==> config.mk <==
export PLATFORM = sky130hd
export DESIGN_NAME = ttt_network_scheduler
export DESIGN_NICKNAME = d
export VERILOG_FILES = /design/src/rtl/ttt_pkg.sv /design/src/rtl/ttt_rr_arbiter.sv /design/src/rtl/ttt_network_scheduler.sv
export SDC_FILE = /design/constraint.sdc
export NUM_CORES = 1
export LEC_CHECK = 0
export CAP_MARGIN = 20
export CORE_ASPECT_RATIO = 0.8
export CORE_UTILIZATION = 30
export CTS_BUF_LIST = sky130_fd_sc_hd__clkbuf_2 sky130_fd_sc_hd__clkbuf_4 sky130_fd_sc_hd__clkbuf_8
export CTS_CLUSTER_SIZE = 40
export DETAILED_ROUTE_END_ITERATION = 8
export HOLD_SLACK_MARGIN = 0.1
export RECOVER_POWER = 50
export SLEW_MARGIN = 25
export SYNTH_ARGS = -nofsm -noshare
export SYNTH_HDL_FRONTEND = slang
export SYNTH_HIERARCHICAL = 1
export SYNTH_SLANG_ARGS = --single-unit
==> constraint.sdc <==
create_clock -name clk -period 6.95 [get_ports clk]
set_input_delay 1.7375 -clock clk [delete_from_list [all_inputs] [get_ports clk]]
set_output_delay 1.7375 -clock clk [all_outputs]
set_load 0.01 [all_outputs]
==> src/rtl/ttt_pkg.sv <==
// Shared types and width helpers for the ttt network scheduler.
package ttt_pkg;

  localparam int unsigned TOKEN_W = 4;

  typedef logic signed [TOKEN_W-1:0] token_t;

  typedef enum logic [1:0] {
    IDLE = 2'd0,
    SCAN = 2'd1,
    EMIT = 2'd2,
    ACK  = 2'd3
  } sched_state_t;

  // Width of an index into n items, never less than one bit.
  function automatic int unsigned id_width(input int unsigned n);
    return (n > 1) ? $clog2(n) : 1;
  endfunction

endpackage

==> src/rtl/ttt_rr_arbiter.sv <==
// Combinational round-robin arbiter: first set request at or after rr_ptr, wrapping.
module ttt_rr_arbiter #(
  parameter int unsigned NUM_REQ = 10,
  parameter int unsigned PID_W   = 4
) (
  input  logic [NUM_REQ-1:0] req,
  input  logic [PID_W-1:0]   rr_ptr,
  output logic [NUM_REQ-1:0] gnt,
  output logic [PID_W-1:0]   gnt_idx,
  output logic               any
);

  int unsigned idx;

  always_comb begin
    gnt     = '0;
    gnt_idx = '0;
    any     = 1'b0;
    idx     = 0;
    for (int unsigned i = 0; i < NUM_REQ; i++) begin
      idx = (32'(rr_ptr) + i) % NUM_REQ;
      if (!any && req[idx]) begin
        any      = 1'b1;
        gnt[idx] = 1'b1;
        gnt_idx  = PID_W'(idx);
      end
    end
  end

endmodule

==> src/rtl/ttt_network_scheduler.sv <==
// Round-robin scheduler walking per-processor connection lists of the ttt network.
// Optional event counter on stat_events when TTT_SCHED_STATS_EN is defined.
module ttt_network_scheduler
  import ttt_pkg::*;
#(
  parameter int unsigned NUM_PROCESSORS  = 10,
  parameter int unsigned NUM_CONNECTIONS = 50,
  parameter int unsigned NEW_TOKEN_BITS  = 4,
  parameter int unsigned PID_W           = id_width(NUM_PROCESSORS),
  parameter int unsigned CID_W           = id_width(NUM_CONNECTIONS)
) (
  input  logic                             clk,
  input  logic                             reset,
  input  logic                             halt,
  input  logic [NUM_PROCESSORS-1:0]        fire_req,
  output logic [NUM_PROCESSORS-1:0]        fire_ack,
  output logic                             busy,
  output logic [PID_W-1:0]                 net_processor_id,
  output logic [CID_W-1:0]                 net_connection_id,
  input  logic                             net_done,
  input  logic                             net_valid,
  input  logic [PID_W-1:0]                 net_target_id,
  input  logic signed [NEW_TOKEN_BITS-1:0] net_new_good_tokens,
  input  logic signed [NEW_TOKEN_BITS-1:0] net_new_bad_tokens,
  output logic                             out_valid,
  input  logic                             out_ready,
  output logic [PID_W-1:0]                 out_target_id,
  output logic signed [NEW_TOKEN_BITS-1:0] out_good_tokens,
  output logic signed [NEW_TOKEN_BITS-1:0] out_bad_tokens
`ifdef TTT_SCHED_STATS_EN
  ,
  output logic [15:0]                      stat_events
`endif
);

  localparam logic [CID_W-1:0] CidLast = CID_W'(NUM_CONNECTIONS - 1);
  localparam logic [PID_W-1:0] PidLast = PID_W'(NUM_PROCESSORS - 1);

  sched_state_t              state_q;
  logic [PID_W-1:0]          rr_ptr_q;
  logic [NUM_PROCESSORS-1:0] gnt;
  logic [PID_W-1:0]          gnt_idx;
  logic                      gnt_any;

  ttt_rr_arbiter #(
    .NUM_REQ (NUM_PROCESSORS),
    .PID_W   (PID_W)
  ) u_arb (
    .req     (fire_req),
    .rr_ptr  (rr_ptr_q),
    .gnt     (gnt),
    .gnt_idx (gnt_idx),
    .any     (gnt_any)
  );

  always_ff @(posedge clk or negedge reset) begin
    if (!reset) begin
      state_q           <= IDLE;
      rr_ptr_q          <= '0;
      net_processor_id  <= '0;
      net_connection_id <= '0;
      out_target_id     <= '0;
      out_good_tokens   <= '0;
      out_bad_tokens    <= '0;
    end else begin
      unique case (state_q)
        IDLE: begin
          if (!halt && gnt_any) begin
            net_processor_id  <= gnt_idx;
            net_connection_id <= '0;
            state_q           <= SCAN;
          end
        end
        SCAN: begin
          if (net_done) begin
            state_q <= ACK;
          end else if (net_valid) begin
            out_target_id   <= net_target_id;
            out_good_tokens <= net_new_good_tokens;
            out_bad_tokens  <= net_new_bad_tokens;
            state_q         <= EMIT;
          end else if (net_connection_id != CidLast) begin
            net_connection_id <= net_connection_id + 1'b1;
          end else begin
            // End of connection memory without a done marker: stop, never wrap.
            state_q <= ACK;
          end
        end
        EMIT: begin
          if (out_ready) begin
            if (net_connection_id == CidLast) begin
              state_q <= ACK;
            end else begin
              net_connection_id <= net_connection_id + 1'b1;
              state_q           <= SCAN;
            end
          end
        end
        ACK: begin
          rr_ptr_q <= (net_processor_id == PidLast) ? '0 : net_processor_id + 1'b1;
          state_q  <= IDLE;
        end
        default: state_q <= IDLE;
      endcase
    end
  end

  always_comb begin
    fire_ack = '0;
    if (state_q == ACK) fire_ack[net_processor_id] = 1'b1;
  end

  assign busy      = (state_q != IDLE);
  assign out_valid = (state_q == EMIT);

`ifdef TTT_SCHED_STATS_EN
  always_ff @(posedge clk or negedge reset) begin
    if (!reset) begin
      stat_events <= '0;
    end else if (out_valid && out_ready && (stat_events != 16'hFFFF)) begin
      stat_events <= stat_events + 16'd1;
    end
  end
`endif

endmodule
==> impl_metrics.sql <==
INSERT INTO impl_metrics (metric_group, metric, value, unit) VALUES
('run_status', 'outcome', 'complete, but fails checks', ''),
('run_status', 'failed_checks', 'capacitance limit, slew limit', ''),
('clock_network', 'htreeDepth', '1', ''),
('sta', 'max_slew_margin', '-6.77', '%'),
('sta', 'finalMaxSlewViolations', '29', ''),
('sta', 'setup_viol', '0', ''),
('routing', 'routed_antenna_nets', '0', ''),
('layout', 'final_layout_size_suffix_gt1_share', '13.1', '%'),
('placed_design', 'io_buffer_count', '61', ''),
('global_routing', 'pin_count_of_the_biggest_net_entering_global_routing', '35', ''),
('worst_setup_path', 'worstPathArrival', '5.89', 'ns'),
('global_routing', 'initial_antenna_violation_count', '0', ''),
('min_path', 'min-delay-path-class', 'flop to flop', ''),
('worst_setup_path', 'endpoint_kind', 'flop', ''),
('routing', 'routed_wirelength', '17.1', 'mm'),
('routing', 'route.detailed.drc', '0', ''),
('worst_setup_path', 'critical_path_class', 'flop to flop', ''),
('global_routing', 'first_global_vias', '5166', ''),
('sta', 'timing.final.crit_share', '82.1', '%'),
('routing', 'wirelength_per_cell', '17.1', 'µm'),
('clock_network', 'post_cts_buffers', '0', ''),
('sta', 'fin_skew', '0.00248', 'ns'),
('sta', 'period_minus_slack', '5.71', 'ns'),
('sta', 'fin_worst_hold_slack', '0.504', 'ns'),
('die', 'die-height', '125', 'µm'),
('routing', 'route.vias.total', '5557', ''),
('global_routing', 'grt_first_pass_wirelength', '27.9', 'mm'),
('die', 'die_area', '0.0195', 'mm²'),
('routing', 'avgViaCountPerCell', '5.56', ''),
('placed_design', 'globalplace.congestion', '0.939', ''),
('die', 'pin_count', '62', ''),
('global_routing', 'grt.total_usage', '17.5', '%'),
('global_routing', 'grt_overflow', '0', ''),
('placed_design', 'post-dp-hpwl', '13.5', 'mm'),
('routing', 'first_pass_iteration_count_of_the_detailed_router', '5', ''),
('die', 'start_util', '31.0', '%'),
('sta', 'worstMarginPinSlew', '1.60', 'ns'),
('sta', 'grt_setup_unrepaired', 'no', ''),
('sta', 'maximum_clock_frequency', '0.175', 'GHz'),
('clock_network', 'numCtsBuffers', '3', ''),
('clock_network', 'cts.clk_slew.worst_paths', '0.10', 'ns'),
('die', 'core_region_area', '0.0184', 'mm²'),
('yosys', 'postSynthNetCount', '790', ''),
('yosys', 'synth_warnings', '6', ''),
('clock_network', 'tritoncts', 'done', ''),
('sta', 'hold_viol', '0', ''),
('layout', 'num-nets-final', '822', ''),
('die', 'fp-row-count', '44', ''),
('worst_setup_path', 'timing.rr.start', 'rr_ptr_q[1]$_DFFE_PN0P_', ''),
('sta', 'totalNegativeSetupSlack', '0', 'ns'),
('clock_network', 'max-clock-path-buffers', '2', ''),
('worst_setup_path', 'cp-start-kind', 'flop', ''),
('worst_setup_path', 'critPathMaxFanout', '34', ''),
('clock_network', 'postCtsHoldBufs', '0', ''),
('layout', 'diodes', '0', ''),
('clock_network', 'number_of_gates_resized_after_cts', '0', ''),
('flow_run', 'max_cap_viols', '1', ''),
('clock_network', 'clock_sink_count', '28', ''),
('worst_setup_path', 'startpoint', 'rr_ptr_q[1]$_DFFE_PN0P_', ''),
('layout', 'final_cell_area', '0.00653', 'mm²'),
('layout', 'utilization', '35.5', '%'),
('worst_setup_path', 'worst-endpoint-required', '7.13', 'ns'),
('layout', 'area_growth', '14.6', '%'),
('clock_network', 'worst_skew_pair.late_latency', '0.28', 'ns'),
('die', 'chipWidth', '156', 'µm'),
('yosys', 'synth_area_per_cell', '7.95', 'µm²'),
('yosys', 'synth.cell_area', '0.00570', 'mm²'),
('min_path', 'timing.hold.worst.start', 'out_bad_tokens[0]$_DFFE_PN0P_', ''),
('routing', 'dr.first_iter.drc_count', '400', ''),
('clock_network', 'cts_root_buffer', 'clkbuf_8', ''),
('yosys', 'postSynthCellCount', '716', ''),
('placed_design', 'postPlaceCellArea', '0.00649', 'mm²');
==> flip-flops by register name, indices dropped and copies added, names as in the netlist <==
signal	flops
rr_ptr_q	4
net_connection_id	6
out_good_tokens	4
net_processor_id	4
state_q	2
out_bad_tokens	4
out_target_id	4
==> routing by layer <==
metal | track usage, % | vias to the layer above | routed length [µm]
met5 | 0 | - | 0
met4 | 1.96 | 0 | 74
met3 | 2.22 | 8 | 1060
met2 | 26.5 | 180 | 7330
met1 | 26.6 | 2631 | 8610
li1 | - | 2738 | -
==> cell usage in the layout (no fill, tap or decap), drive strengths merged, types with 12 or more instances in the layout <==
cell and n:
nor2 66, nor2b 14, nand2 46, dfrtp 28
clkdlybuf4s50 47, xnor2 15, ha 46, a211oi 15
o21ai 35, inv 29, nand2b 17, mux2i 35
dlygate4sd3 14, or2 12, nand3 17, mux2 25
nor3 28, a21oi 45
==> per-stage QoR <==
step	setup WS [ns]	cells
final	1.24	999
after global routing	0.887	999
after CTS	1.25	999
after detailed placement	1.12	996
after global placement	1.17	996
after floorplan	1.53	716
==> path summary, 6_finish.rpt <==
path	end	cells past startpoint	slack [ns]
min in group asynchronous	out_target_id[0]$_DFFE_PN0P_	2	2.38
worst min register to register	out_bad_tokens[0]$_DFFE_PN0P_	1	0.50
worst min-delay path	out_bad_tokens[0]$_DFFE_PN0P_	1	0.50
max in group asynchronous	rr_ptr_q[2]$_DFFE_PN0P_	2	3.65
worst max-delay path	net_connection_id[0]$_DFFE_PN0P_	18	1.24
worst max register to register	net_connection_id[0]$_DFFE_PN0P_	18	1.24
==> cell type report <==
type	count	area, µm²
fill	1961	11900
multi-input combinational	609	4650
sequential	28	701
timing repair buffer	73	697
tap	253	317
inverter	33	124
clock buffer	3	41.3
==> worst max-delay path, stage by stage, from the launching register on <==
cell,delay (ns)
dfrtp_1,0.35
buf_4,0.35
ha_1,0.49
ha_1,0.45
or2_2,0.35
ha_1,0.28
nor2b_1,0.07
o221a_2,0.30
o31ai_4,0.38
mux2i_1,0.17
mux2i_1,0.18
mux2i_1,0.20
or4b_1,0.74
nor4_4,0.32
or2b_1,0.25
nand2b_1,0.13
a21oi_2,0.13
o21ai_4,0.13
mux2_4,0.32
Power is not shown: default switching activity piles up to over one toggle a cycle in this logic, so the estimate is an artifact.
